File: config.mk
export PLATFORM = sky130hd
export DESIGN_NAME = screen_write_ctrl
export DESIGN_NICKNAME = d
export VERILOG_FILES = /design/src/rtl/screen_pkg.sv /design/src/rtl/screen_write_ctrl_dec.sv /design/src/rtl/screen_write_ctrl.sv
export SDC_FILE = /design/constraint.sdc
export NUM_CORES = 1
export LEC_CHECK = 0
export ABC_AREA = 1
export BUFFER_PORTS_ARGS = -buffer_cell sky130_fd_sc_hd__buf_4
export CAP_MARGIN = 30
export CORE_UTILIZATION = 52
export DETAILED_ROUTE_END_ITERATION = 6
export PLACE_DENSITY_LB_ADDON = 0.25
export SETUP_SLACK_MARGIN = 0.05
export SYNTH_ARGS = -nofsm -noshare
export SYNTH_HDL_FRONTEND = slang
export SYNTH_SLANG_ARGS = --single-unit
File: constraint.sdc
create_clock -name clk -period 1.8 [get_ports clk]
set_clock_uncertainty 0.05 [all_clocks]
set_input_delay 0.09 -clock clk [delete_from_list [all_inputs] [get_ports clk]]
set_output_delay 0.09 -clock clk [all_outputs]
set_load 0.01 [all_outputs]
File: src/rtl/screen_pkg.sv
// rtl/screen_pkg.sv - shared constants, op codes, state types and ASCII helper for the screen writer
package screen_pkg;

   localparam int ADDR_W = 12;
   localparam int COLS   = 80;

   typedef enum logic [1:0] {
      OP_HEX   = 2'b00,
      OP_DEC   = 2'b01,
      OP_CLEAR = 2'b10,
      OP_CHAR  = 2'b11
   } op_t;

   typedef enum logic [2:0] {
      ST_IDLE,
      ST_CONV,
      ST_WRITE,
      ST_CLEAR,
      ST_DONE
   } state_t;

   typedef enum logic [1:0] {
      DS_IDLE,
      DS_HUND,
      DS_TENS
   } dec_state_t;

   localparam logic [7:0] SPACE   = 8'h20;
   localparam logic [7:0] ZERO    = 8'h30;
   localparam logic [7:0] A_UPPER = 8'h41;

   // Uppercase hex digit for one nibble
   function automatic logic [7:0] hex_to_ascii(input logic [3:0] nib);
      if (nib < 4'd10)
         return ZERO + {4'h0, nib};
      else
         return A_UPPER + {4'h0, nib} - 8'd10;
   endfunction

endpackage

File: src/rtl/screen_write_ctrl_dec.sv
// rtl/screen_write_ctrl_dec.sv - sequential byte to three ASCII decimal digits by repeated subtraction
module dec_byte_to_ascii (
   input  logic       clk,
   input  logic       reset,
   input  logic       start,
   input  logic [7:0] value,
   output logic       done,
   output logic [7:0] d2,
   output logic [7:0] d1,
   output logic [7:0] d0
);
   import screen_pkg::*;

   dec_state_t state_q, state_d;
   logic [7:0] rem;
   logic [3:0] hund;
   logic [3:0] tens;

   // State register
   always_ff @(posedge clk) begin
      if (reset) state_q <= DS_IDLE;
      else       state_q <= state_d;
   end

   // Hundreds stage until remainder < 100, then tens stage until < 10; each end check costs a cycle
   always_comb begin
      state_d = state_q;
      case (state_q)
         DS_IDLE: if (start) state_d = DS_HUND;
         DS_HUND: if (rem < 8'd100) state_d = DS_TENS;
         DS_TENS: if (rem < 8'd10) state_d = DS_IDLE;
         default: state_d = DS_IDLE;
      endcase
   end

   // One subtraction per cycle on the remainder, counting each digit
   always_ff @(posedge clk) begin
      if (reset) begin
         rem  <= 8'd0;
         hund <= 4'd0;
         tens <= 4'd0;
      end else begin
         case (state_q)
            DS_IDLE: if (start) begin
               rem  <= value;
               hund <= 4'd0;
               tens <= 4'd0;
            end
            DS_HUND: if (rem >= 8'd100) begin
               rem  <= rem - 8'd100;
               hund <= hund + 4'd1;
            end
            DS_TENS: if (rem >= 8'd10) begin
               rem  <= rem - 8'd10;
               tens <= tens + 4'd1;
            end
            default: ;
         endcase
      end
   end

   // Digits are valid in the done cycle; leading zeros blank, units always shown
   always_comb begin
      done = (state_q == DS_TENS) && (rem < 8'd10);
      d0   = ZERO + {4'h0, rem[3:0]};
      d1   = (hund == 4'd0 && tens == 4'd0) ? SPACE : ZERO + {4'h0, tens};
      d2   = (hund == 4'd0) ? SPACE : ZERO + {4'h0, hund};
   end

endmodule

File: src/rtl/screen_write_ctrl.sv
// rtl/screen_write_ctrl.sv - print command sequencer sharing the character RAM port with video fetch
module screen_write_ctrl #(
   parameter int         ADDR_W     = 12,
   parameter int         DEPTH      = 4096,
   parameter logic [7:0] CLEAR_CHAR = 8'h20
) (
   input  logic              clk,
   input  logic              reset,
   input  logic              cmd_valid,
   output logic              cmd_ready,
   input  logic [1:0]        cmd_op,
   input  logic [ADDR_W-1:0] cmd_addr,
   input  logic [7:0]        cmd_data,
   input  logic              vid_active,
   input  logic [ADDR_W-1:0] vid_addr,
   output logic [ADDR_W-1:0] ram_addr,
   output logic              ram_we,
   output logic [7:0]        ram_wdata,
   output logic              busy,
   output logic              done
);
   import screen_pkg::*;

   state_t            state_q, state_d;
   logic [ADDR_W-1:0] wr_ptr;
   logic [1:0]        idx;
   logic [1:0]        last_idx;
   logic [7:0]        char_buf [0:3];
   logic              accept;
   logic              write_go;
   logic              dec_start;
   logic              dec_done;
   logic [7:0]        dec_d2, dec_d1, dec_d0;

   assign accept    = cmd_valid && cmd_ready;
   assign dec_start = accept && (cmd_op == OP_DEC);

   dec_byte_to_ascii u_dec (
      .clk   (clk),
      .reset (reset),
      .start (dec_start),
      .value (cmd_data),
      .done  (dec_done),
      .d2    (dec_d2),
      .d1    (dec_d1),
      .d0    (dec_d0)
   );

   // State register
   always_ff @(posedge clk) begin
      if (reset) state_q <= ST_IDLE;
      else       state_q <= state_d;
   end

   // Next state, handshake and RAM port mux; video always wins the port
   always_comb begin
      state_d   = state_q;
      cmd_ready = (state_q == ST_IDLE) || (state_q == ST_DONE);
      write_go  = !vid_active && ((state_q == ST_WRITE) || (state_q == ST_CLEAR));
      ram_we    = write_go;
      ram_addr  = vid_active ? vid_addr : wr_ptr;
      ram_wdata = 8'h00;
      done      = (state_q == ST_DONE);
      case (state_q)
         ST_IDLE, ST_DONE: begin
            state_d = ST_IDLE;
            if (accept) begin
               case (cmd_op)
                  OP_DEC:   state_d = ST_CONV;
                  OP_CLEAR: state_d = ST_CLEAR;
                  default:  state_d = ST_WRITE;
               endcase
            end
         end
         ST_CONV:  if (dec_done) state_d = ST_WRITE;
         ST_WRITE: begin
            ram_wdata = char_buf[idx];
            if (write_go && idx == last_idx) state_d = ST_DONE;
         end
         ST_CLEAR: begin
            ram_wdata = CLEAR_CHAR;
            if (write_go && wr_ptr == ADDR_W'(DEPTH - 1)) state_d = ST_DONE;
         end
         default: state_d = ST_IDLE;
      endcase
      busy = ~cmd_ready;
   end

   // Command latch, converted characters and write pointer; pointer and index hold while stalled
   always_ff @(posedge clk) begin
      if (reset) begin
         wr_ptr   <= '0;
         idx      <= 2'd0;
         last_idx <= 2'd0;
         for (int i = 0; i < 4; i++) char_buf[i] <= 8'h00;
      end else if (accept) begin
         wr_ptr <= (cmd_op == OP_CLEAR) ? '0 : cmd_addr;
         idx    <= 2'd0;
         case (cmd_op)
            OP_HEX: begin
               char_buf[0] <= hex_to_ascii(cmd_data[7:4]);
               char_buf[1] <= hex_to_ascii(cmd_data[3:0]);
               last_idx    <= 2'd1;
            end
            OP_DEC:  last_idx <= 2'd2;
            OP_CHAR: begin
               char_buf[0] <= cmd_data;
               last_idx    <= 2'd0;
            end
            default: last_idx <= 2'd0;
         endcase
      end else if (state_q == ST_CONV && dec_done) begin
         char_buf[0] <= dec_d2;
         char_buf[1] <= dec_d1;
         char_buf[2] <= dec_d0;
      end else if (write_go) begin
         wr_ptr <= wr_ptr + 1'b1;
         idx    <= idx + 2'd1;
      end
   end

endmodule

==> summary.txt, run 1 <==
PLACE
----------------------------------------------------------------------------------------------------
IO buf count                                                                                      61
Estimated wirelength of the detail-placed design                                             8020 um
RD Place Congestion                                                                            0.889
Minimum setup slack after placement                                                         -25.8 ps

DETAILED ROUTING
----------------------------------------------------------------------------------------------------
Routed len/inst                                                                              14.4 um
Vias per inst                                                                                   5.47
Vias post-DR                                                                                    4173
Total iterations of the first detailed-routing run                                                 5
Total wirelength of the detailed-routed design                                              11000 um
Iter 0 DRT Violations                                                                            294
Number of nets still failing antenna checks after routing                                          0
DR DRC count                                                                                       0

STA
----------------------------------------------------------------------------------------------------
Hold violation total from the final report                                                         0
Headroom to the max-slew limit                                                                 71.0%
RSZ-0062 raised after global routing                                                            true
Final Slew Violations                                                                              0
Post-layout worst setup margin                                                               32.7 ps
Smallest hold slack                                                                          21.0 ps
Endpoints failing setup                                                                            0
Setup Total Neg Slack                                                                           0 ps
Final period demand of the worst path                                                        1770 ps
Portion of the clock cycle consumed by the worst path in the final layout                      98.2%
Slew of the pin with the lowest slew margin                                                   432 ps
Peak clock frequency supported by timing                                                     566 MHz

RUN
----------------------------------------------------------------------------------------------------
Number of max-capacitance violations reported                                                      0

YOSYS
----------------------------------------------------------------------------------------------------
Cell types with the largest area share after synthesis                                  dfxtp_1 (20%), edfxtp_1 (14%), nand2_1 (12%)
Share of the synthesized netlist area taken by xor and xnor gates                              1.31%
Mean instance size in the synthesized netlist                                               7.05 um2
Proportion of synthesized area in mux cells                                                    1.25%
Synth Area in Compound Gates                                                                   15.8%
Total nets after synthesis                                                                       628
Number of synthesis warnings                                                                       0
Netlist Area Pre-Place                                                                   0.00401 mm2
Synth Area in Adders                                                                           6.55%
Yosys reg bits                                                                                    59
Synth Instances                                                                                  569
Synth unique cells                                                                                39
Area fraction in and, or, nand and nor cells after synthesis                                   31.3%
Main combinational cell family by area after synthesis                                  simple AND/OR/NAND/NOR gates
Sequential share of the synthesized area                                                       34.2%
Leading area contributor after synthesis                                                     dfxtp_1
Area share of the largest cell type after synthesis                                            20.0%

CRITICAL PATH
----------------------------------------------------------------------------------------------------
Worst reg2reg setup slack                                                                      30 ps
Crit path required time                                                                      1810 ps
Type of the setup path with the least slack                                                  reg2reg
Critical-path cell with the highest stage delay                                              dfxtp_4
Peak per-stage delay on the critical path                                                     380 ps
Top fanout value on the critical path                                                              8
Most prevalent standard cell on the critical path                                            nand2_4
Crit path cell chain                                                                    inv_4 > ha_4 > nand2_4 > nand2_4 > nor2_4 > nand2_2 > nor2_4 > nand2_4 > nand2_2 > inv_4 > nand2_8
Startpoint types                                                                            register
Arrival time reported for the critical path endpoint                                         1770 ps
Sort of element at the end of the critical path                                             register

CTS
----------------------------------------------------------------------------------------------------
Clock tree from TritonCTS                                                                        yes
Root Buffer                                                                                 clkbuf_8
Clock latency on the worst-skew pair                                                          350 ps
H-tree lvl count                                                                                   3
Clock buffer count from CTS                                                                        9
Clk buf depth                                                                                      2
Clock-pin slew reported for the worst setup and hold paths after clock tree synthesis          70 ps
Number of clock sinks                                                                             59

FINAL LAYOUT
----------------------------------------------------------------------------------------------------
Number of nets in the layout                                                                     718
Area growth from synthesis to layout                                                           30.3%
FF+latch area                                                                            0.00139 mm2
Most frequent cells in the layout                                                       nand2_1 (117), buf_4 (83), inv_1 (63), nand3_1 (51), o21ai_0 (42)
Proportion of layout cells with a drive suffix above 1                                         28.5%
Ant. Diodes                                                                                        0
Count of filler cells inserted in the layout                                                     615
Commonest non-fill, non-tap cell in the layout                                               nand2_1
Multi-input combinational cell area                                                      0.00241 mm2

GLOBAL ROUTING
----------------------------------------------------------------------------------------------------
Largest net degree at the start of global routing                                                 25
Gr usage total                                                                                 27.1%
First-pass GRT wire length                                                                  17600 um
Number of antenna violations at the first check in global routing                                  0
Global route overflow                                                                              0
Via count of the first global-routing pass                                                      3819

FLOORPLAN
----------------------------------------------------------------------------------------------------
Standard cell core area                                                                  0.00737 mm2
Die Footprint                                                                            0.00806 mm2
I/O pin cnt                                                                                       62
Die width                                                                                    89.8 um
# rows                                                                                            31
Chip Height                                                                                  89.8 um
Effective utilization at floorplan                                                             54.4%

POWER AND IR DROP
----------------------------------------------------------------------------------------------------
Peak VDD IR                                                                                   823 uV
Static leakage                                                                               2.28 nW
Pwr per Cell Area                                                                        1110 mW/mm2

HOLD PATH
----------------------------------------------------------------------------------------------------
Path type of the worst min-delay path                                                         in2reg

RUN STATUS
----------------------------------------------------------------------------------------------------
Outcome                                                                                    completed

per-layer routing:
layer / share of wire (%) / vias to the layer above / track usage [%]
met3: 6.8 / 22 / 5.84
met2: 48 / 169 / 45.1
met4: 1.7 / 0 / 7.65
met1: 43 / 1908 / 35.5
li1: - / 2074 / -
met5: 0 / - / 0
critical path, delay by kind of cell (launching register included):
family,cells,cell delay (ps)
fa+ha+maj,1,150
flops,1,380
simple gates,8,790
buf+inv,2,100
flip-flops by register name (all words and copies together) (netlist names), named ones only:
| register | flops |
|---|---|
| u_dec.hund | 4 |
| idx | 2 |
| wr_ptr | 12 |
| char_buf | 20 |
| last_idx | 2 |
| u_dec.tens | 4 |
| u_dec.rem | 8 |
| u_dec.state_q | 2 |
| state_q | 3 |
final timing paths:
path                              startpoint              to  cells past startpoint
worst max-delay path            u_dec.rem[2]  char_buf[0][0]                     11
worst min-delay path             cmd_addr[8]       wr_ptr[8]                      5
worst max register to register  u_dec.rem[2]  char_buf[0][0]                     11
worst min register to register   last_idx[0]     last_idx[0]                      2
synth_stat cells, drive strengths merged:
master    n
mux2i     5
xor2      4
o21ai    57
dfxtp    40
clkbuf    7
nand2   140
buf       9
inv      77
nand3b    1
xnor2     2
a31oi     2
a311oi    2
nor3b     1
nor3      4
edfxtp   19
nand3    58
ha       21
o22ai     5
or2       3
o211ai    7
nand4     6
o32ai     2
clkinv    1
a21oi    38
o31ai     1
nor2     57
per-stage QoR:
step | area, um2 | power (mW) | utilization [%] | instances
detailed placement | 4680 | 4.05 | 63.5 | 733
CTS | 5030 | 5.55 | 68.3 | 760
finish | 5220 | 5.81 | 70.9 | 763
global placement | 4680 | 4.00 | 63.5 | 733
floorplan | 4030 | 3.35 | - | 569
global route | 5220 | 6.18 | 70.9 | 763
what timing repair did:
action / 4_1_cts / 5_1_grt
endpoints found under the setup margin: 37 / 55
hold buffers: 7 / 0
hold endpoints to repair: 7 / 0
gates cloned: 0 / 0
pin swaps: 5 / 13
buffers inserted: 4 / 3
gates resized for setup: 7 / 55
cell type report:
class | count | area share, %
Clock buffer | 10 | 2.63
Clock inverter | 6 | 1.68
Inverter | 78 | 5.94
Multi-Input combinational cell | 416 | 46.2
Sequential cell | 59 | 26.6
Tap cell | 99 | 2.37
Timing Repair Buffer | 95 | 14.5
cells by family after synthesis:
group / Yosys count
xor+xnor: 6
fa+ha+maj: 21
compound gates: 114
simple gates: 270
mux: 5
flops: 59
buf+inv: 94
where the power goes:
group	switching (mW)	internal, mW	total (mW)	leakage (nW)
sequential	0.187	1.58	1.77	0.528
clock	0.549	0.817	1.37	0.113
combinational	1.62	1.06	2.68	1.64
total	2.35	3.46	5.81	2.28
Note: power is estimated with default switching activity, not from simulation.
==> run 2: changes to the inputs <==
--- a/config.mk
+++ b/config.mk
@@ -8,9 +8,9 @@
 export ABC_AREA = 1
 export BUFFER_PORTS_ARGS = -buffer_cell sky130_fd_sc_hd__buf_4
 export CAP_MARGIN = 30
-export CORE_UTILIZATION = 52
+export CORE_UTILIZATION = 25
 export DETAILED_ROUTE_END_ITERATION = 6
-export PLACE_DENSITY_LB_ADDON = 0.25
+export PLACE_DENSITY = 0.52
 export SETUP_SLACK_MARGIN = 0.05
 export SYNTH_ARGS = -nofsm -noshare
 export SYNTH_HDL_FRONTEND = slang
==> summary.txt, run 2 (same netlist as run 1, synthesis figures left out) <==
CTS
----------------------------------------------------------------------------------------------------
Clk buf depth                                                                                      2
Clock tree from TritonCTS                                                                        yes
Clock latency on the worst-skew pair                                                          330 ps
Root Buffer                                                                                clkbuf_16
Clock-pin slew reported for the worst setup and hold paths after clock tree synthesis          60 ps
Number of clock sinks                                                                             59
Clock buffer count from CTS                                                                        9
H-tree lvl count                                                                                   3

STA
----------------------------------------------------------------------------------------------------
Headroom to the max-slew limit                                                                 71.1%
Smallest hold slack                                                                        -0.291 ps
Hold violation total from the final report                                                         1
Peak clock frequency supported by timing                                                     575 MHz
RSZ-0062 raised after global routing                                                            true
Portion of the clock cycle consumed by the worst path in the final layout                      96.5%
Slew of the pin with the lowest slew margin                                                   431 ps
Final Slew Violations                                                                              0
Final period demand of the worst path                                                        1740 ps
Endpoints failing setup                                                                            0

FINAL LAYOUT
----------------------------------------------------------------------------------------------------
Count of filler cells inserted in the layout                                                    1676
Post-route design area                                                                   0.00549 mm2
Number of flip-flops in the largest register                                                      20
Final cell count without fillers                                                                 879
Number of nets in the layout                                                                     722
Multi-input combinational cell area                                                      0.00243 mm2
Commonest non-fill, non-tap cell in the layout                                               nand2_1
Biggest regs                                                                            char_buf x20, wr_ptr x12, u_dec.rem x8
Most frequent cells in the layout                                                       nand2_1 (120), buf_4 (91), inv_1 (63), nand3_1 (53), o21ai_0 (42)
FF+latch area                                                                            0.00140 mm2
Proportion of layout cells with a drive suffix above 1                                         28.0%
Area growth from synthesis to layout                                                           36.9%
Ant. Diodes                                                                                        0
Register with the highest flop count                                                        char_buf

DETAILED ROUTING
----------------------------------------------------------------------------------------------------
Detailed-routed wire length on met2                                                          5720 um
Wire length on met1                                                                          5540 um
Total wirelength of the detailed-routed design                                              11800 um
DR DRC count                                                                                       0
Number of nets still failing antenna checks after routing                                          0
Total iterations of the first detailed-routing run                                                 4
Top layer in use                                                                                met4
Met3 layer wire length in the routed design                                                   327 um
Vias post-DR                                                                                    4050
Vias per inst                                                                                   4.61
Iter 0 DRT Violations                                                                            328
Routed len/inst                                                                              13.5 um

FLOORPLAN
----------------------------------------------------------------------------------------------------
Standard cell core area                                                                   0.0154 mm2
Die width                                                                                     129 um
# rows                                                                                            45
Die Footprint                                                                             0.0165 mm2
Chip Height                                                                                   129 um
I/O pin cnt                                                                                       62
Effective utilization at floorplan                                                             26.0%

CRITICAL PATH
----------------------------------------------------------------------------------------------------
Reg-to-reg startpoint                                                                   u_dec.rem[2]
Top fanout value on the critical path                                                              8
Arrival time reported for the critical path endpoint                                         1720 ps
Sort of element at the end of the critical path                                             register
Startpoint types                                                                            register
Crit path required time                                                                      1780 ps
Type of the setup path with the least slack                                                  reg2reg
Crit. Startpoint                                                                        u_dec.rem[2]
Reg2reg end                                                                             char_buf[0][1]
Worst reg2reg path depth                                                                          11
Worst reg2reg setup slack                                                                      60 ps

HOLD PATH
----------------------------------------------------------------------------------------------------
Path type of the worst min-delay path                                                         in2reg
Hold path depth                                                                                    3
Source of the worst hold timing path                                                     cmd_addr[9]
Worst hold path endpoint                                                                   wr_ptr[9]

GLOBAL ROUTING
----------------------------------------------------------------------------------------------------
Via count of the first global-routing pass                                                      3924
First-pass GRT wire length                                                                  19100 um
Number of antenna violations at the first check in global routing                                  0
Gr usage total                                                                                 14.8%
Global route overflow                                                                              0
Largest net degree at the start of global routing                                                 25

PLACE
----------------------------------------------------------------------------------------------------
Placed cell count                                                                                849
Estimated wirelength of the detail-placed design                                             9170 um
Placed cell area                                                                         0.00486 mm2
IO buf count                                                                                      61
RD Place Congestion                                                                            0.873

POWER AND IR DROP
----------------------------------------------------------------------------------------------------
Static leakage                                                                               2.34 nW
Peak VDD IR                                                                                   590 uV
Pwr per Cell Area                                                                        1160 mW/mm2

RUN STATUS
----------------------------------------------------------------------------------------------------
Violated checks                                                                          hold timing
Outcome                                                                                 complete, but fails checks

RUN
----------------------------------------------------------------------------------------------------
Number of max-capacitance violations reported                                                      0

==> run 2: changes by cell type in the layout (fill, tap and decap cells not counted), moves of 4 or more <==
cell | previous run | this run
inv_4 | 6 | 1
nor2_4 | 10 | 14
buf_4 | 83 | 91
clkbuf_8 | 10 | 0
clkbuf_16 | 0 | 9
buf_6 | 4 | 0
==> run 2: stage by stage <==
| stage | util, % | total power, mW | TNS, ps | worst slack [ps] |
|---|---|---|---|---|
| global placement | 31.5 | 4.09 | 0 | 26.3 |
| detailed placement | 31.5 | 4.12 | -60.9 | -5.44 |
| CTS | 34.2 | 6.15 | 0 | 57.9 |
| finish | 35.6 | 6.34 | 0 | 62.4 |
| global route | 35.6 | 6.75 | -24.6 | -6.42 |
| floorplan | - | 3.35 | 0 | 54.5 |
==> run 2: critical path, stage by stage, from the launching register on <==
cell,delay [ps]
dfxtp_2,360
inv_2,70
ha_4,160
nand2_4,70
nand2_4,60
nor2_4,90
nand2_4,90
nor2_4,130
nand2_4,110
nand2_2,80
inv_2,50
nand2_4,110
==> run 2: worst max-delay path by stage <==
stage | end | depth (start not counted)
6_report | char_buf[0][1] | 11
4_1_cts | char_buf[0][1] | 11
3_3_place_gp | u_dec.rem[5] | 10
5_1_grt | char_buf[0][1] | 11
3_5_place_dp | char_buf[0][5] | 11
2_1_floorplan | char_buf[1][0] | 11
==> run 2: final cells by class <==
| class | count | share of cell area (%) |
|---|---|---|
| Sequential cell | 59 | 25.4 |
| Clock inverter | 6 | 1.89 |
| Timing Repair Buffer | 98 | 13.9 |
| Tap cell | 211 | 4.81 |
| Multi-Input combinational cell | 417 | 44.2 |
| Clock buffer | 10 | 4.17 |
| Inverter | 78 | 5.56 |
==> run 2: what timing repair did <==
action	CTS	global route
endpoints found under the hold margin	5	1
resized for setup	6	51
setup buffers	2	5
hold buffers	5	1
endpoints found under the setup margin	34	50
pin swaps	3	7
cloned	1	0
==> run 2: report_power, final <==
group          internal [mW]  switching [mW]  total, mW  leakage [nW]
sequential              1.59           0.190       1.78         0.529
combinational           1.01            1.60       2.62          1.65
clock                   1.34           0.610       1.95         0.164
==> run 2: routing by layer <==
layer  up-vias  GRT usage (%)
li1       2072              -
met1      1897           18.8
met2        65           24.8
met3        16           2.20
met4         0           6.37
met5         -              0
==> run 3: changes to the inputs <==
--- a/config.mk
+++ b/config.mk
@@ -8,6 +8,7 @@
 export ABC_AREA = 1
 export BUFFER_PORTS_ARGS = -buffer_cell sky130_fd_sc_hd__buf_4
 export CAP_MARGIN = 30
+export CORE_ASPECT_RATIO = 1.5
 export CORE_UTILIZATION = 25
 export DETAILED_ROUTE_END_ITERATION = 6
 export PLACE_DENSITY = 0.52
==> summary.txt, run 3 (same netlist as run 1, synthesis figures left out) <==
CTS
----------------------------------------------------------------------------------------------------
Clock-pin slew reported for the worst setup and hold paths after clock tree synthesis          50 ps
H-tree lvl count                                                                                   3
Number of clock sinks                                                                             59
Clk buf depth                                                                                      2
Clock tree from TritonCTS                                                                        yes
Root Buffer                                                                                clkbuf_16
Clock buffer count from CTS                                                                        9
Clock latency on the worst-skew pair                                                          330 ps

FINAL LAYOUT
----------------------------------------------------------------------------------------------------
Area growth from synthesis to layout                                                           38.3%
Number of flip-flops in the largest register                                                      20
Number of nets in the layout                                                                     726
Register with the highest flop count                                                        char_buf
Commonest non-fill, non-tap cell in the layout                                               nand2_1
Most frequent cells in the layout                                                       nand2_1 (118), buf_4 (94), inv_1 (63), nand3_1 (50), o21ai_0 (41)
Utilization after layout                                                                       35.5%
Biggest regs                                                                            char_buf x20, wr_ptr x12, u_dec.rem x8
Count of filler cells inserted in the layout                                                    1653
Ant. Diodes                                                                                        0
Proportion of layout cells with a drive suffix above 1                                         30.8%

STA
----------------------------------------------------------------------------------------------------
Slew of the pin with the lowest slew margin                                                   436 ps
Final Slew Violations                                                                              0
Endpoints failing setup                                                                            0
Portion of the clock cycle consumed by the worst path in the final layout                      97.4%
Peak clock frequency supported by timing                                                     571 MHz
Post-layout worst setup margin                                                               47.4 ps
Final period demand of the worst path                                                        1750 ps
Hold violation total from the final report                                                         0
Headroom to the max-slew limit                                                                 70.7%
RSZ-0062 raised after global routing                                                            true

FLOORPLAN
----------------------------------------------------------------------------------------------------
Die width                                                                                     105 um
Standard cell core area                                                                   0.0156 mm2
I/O pin cnt                                                                                       62
# rows                                                                                            56
Effective utilization at floorplan                                                             25.7%
Chip Height                                                                                   157 um
Die Footprint                                                                             0.0166 mm2

GLOBAL ROUTING
----------------------------------------------------------------------------------------------------
Global route overflow                                                                              0
First-pass GRT wire length                                                                  19900 um
Number of antenna violations at the first check in global routing                                  0
Via count of the first global-routing pass                                                      4113
Largest net degree at the start of global routing                                                 22
Gr usage total                                                                                 15.4%

HOLD PATH
----------------------------------------------------------------------------------------------------
Path type of the worst min-delay path                                                         in2reg
Hold path depth                                                                                    3
Source of the worst hold timing path                                                     cmd_addr[1]
Worst hold path endpoint                                                                   wr_ptr[1]

POWER AND IR DROP
----------------------------------------------------------------------------------------------------
Static leakage                                                                               2.36 nW
Pwr per Cell Area                                                                        1170 mW/mm2
Peak VDD IR                                                                                   594 uV

CRITICAL PATH
----------------------------------------------------------------------------------------------------
Crit path required time                                                                      1830 ps
Worst reg2reg path depth                                                                          11
Type of the setup path with the least slack                                                  reg2reg
Arrival time reported for the critical path endpoint                                         1780 ps
Reg2reg end                                                                             char_buf[0][1]
Reg-to-reg startpoint                                                                   u_dec.rem[2]
Worst reg2reg setup slack                                                                      50 ps
Top fanout value on the critical path                                                              7
Startpoint types                                                                            register
Sort of element at the end of the critical path                                             register

RUN
----------------------------------------------------------------------------------------------------
Number of max-capacitance violations reported                                                      0

RUN STATUS
----------------------------------------------------------------------------------------------------
Outcome                                                                                    completed

PLACE
----------------------------------------------------------------------------------------------------
Minimum setup slack after placement                                                         -20.9 ps
Estimated wirelength of the detail-placed design                                             9700 um
RD Place Congestion                                                                            0.912
IO buf count                                                                                      61

DETAILED ROUTING
----------------------------------------------------------------------------------------------------
DR DRC count                                                                                       0
Iter 0 DRT Violations                                                                            222
Total wirelength of the detailed-routed design                                              12500 um
Vias post-DR                                                                                    4135
Routed len/inst                                                                              14.3 um
Total iterations of the first detailed-routing run                                                 4
Number of nets still failing antenna checks after routing                                          0
Vias per inst                                                                                   4.73

==> run 3: worst max-delay path, stage by stage, from the launching register on <==
cell     delay [ps]
dfxtp_2         360
inv_2            60
ha_4            150
nand2_2          60
nand2_2          50
nor2_2          110
nand2_2          90
nor2_4          160
nand2_4         120
buf_4           160
nand2_1          70
a21oi_1          70
==> run 3: final cells by class <==
class / count / area (um2) / share of cell area [%]
Multi-Input combinational cell: 417 / 2460 / 44.5
Sequential cell: 59 / 1390 / 25.1
Timing Repair Buffer: 102 / 788 / 14.2
Inverter: 78 / 305 / 5.51
Tap cell: 203 / 254 / 4.58
Clock buffer: 9 / 225 / 4.06
Clock inverter: 7 / 116 / 2.10
==> run 3: how the worst max path moves through the flow <==
stage,startpoint,to,slack (ps),cells past startpoint
3_3_place_gp,u_dec.rem[2],char_buf[1][5],20,11
2_1_floorplan,u_dec.rem[2],char_buf[1][0],50,11
4_1_cts,state_q[1],ram_wdata[0],20,8
5_1_grt,u_dec.rem[2],char_buf[0][7],-50,11
3_5_place_dp,u_dec.rem[2],char_buf[1][3],-20,11
6_report,u_dec.rem[2],char_buf[0][1],50,11
==> run 3: report_power, final <==
group	total (mW)	switching [mW]	internal, mW
combinational	2.73	1.65	1.08
sequential	1.79	0.205	1.58
clock	1.98	0.629	1.35
total	6.50	2.48	4.01
==> run 3: layer usage <==
metal | track usage (%) | up-vias | wire length [um]
met2 | 29.9 | 124 | 6660
met4 | 8.58 | 0 | 476
met5 | 0 | - | 0
met1 | 15.2 | 1892 | 4820
met3 | 3.02 | 34 | 530
li1 | - | 2085 | -
==> run 3: stage by stage <==
step	setup TNS [ps]	cell area (um2)	power, mW	hold WS [ps]	instances
2_1_floorplan	0	4030	3.35	187	569
3_3_place_gp	0	4850	4.14	311	843
3_5_place_dp	-191	4850	4.17	311	843
4_1_cts	0	5320	6.27	1.95	870
5_1_grt	-780	5540	6.91	23.7	875
6_report	0	5540	6.50	10.4	875
==> run 3: what timing repair did <==
action | 4_1_cts | 5_1_grt
setup buffers | 4 | 5
hold buffers | 6 | 0
gates resized for setup | 13 | 56
pin swaps | 5 | 17
hold endpoints to repair | 6 | 0
setup endpoints to repair | 30 | 51
gates cloned | 1 | 0
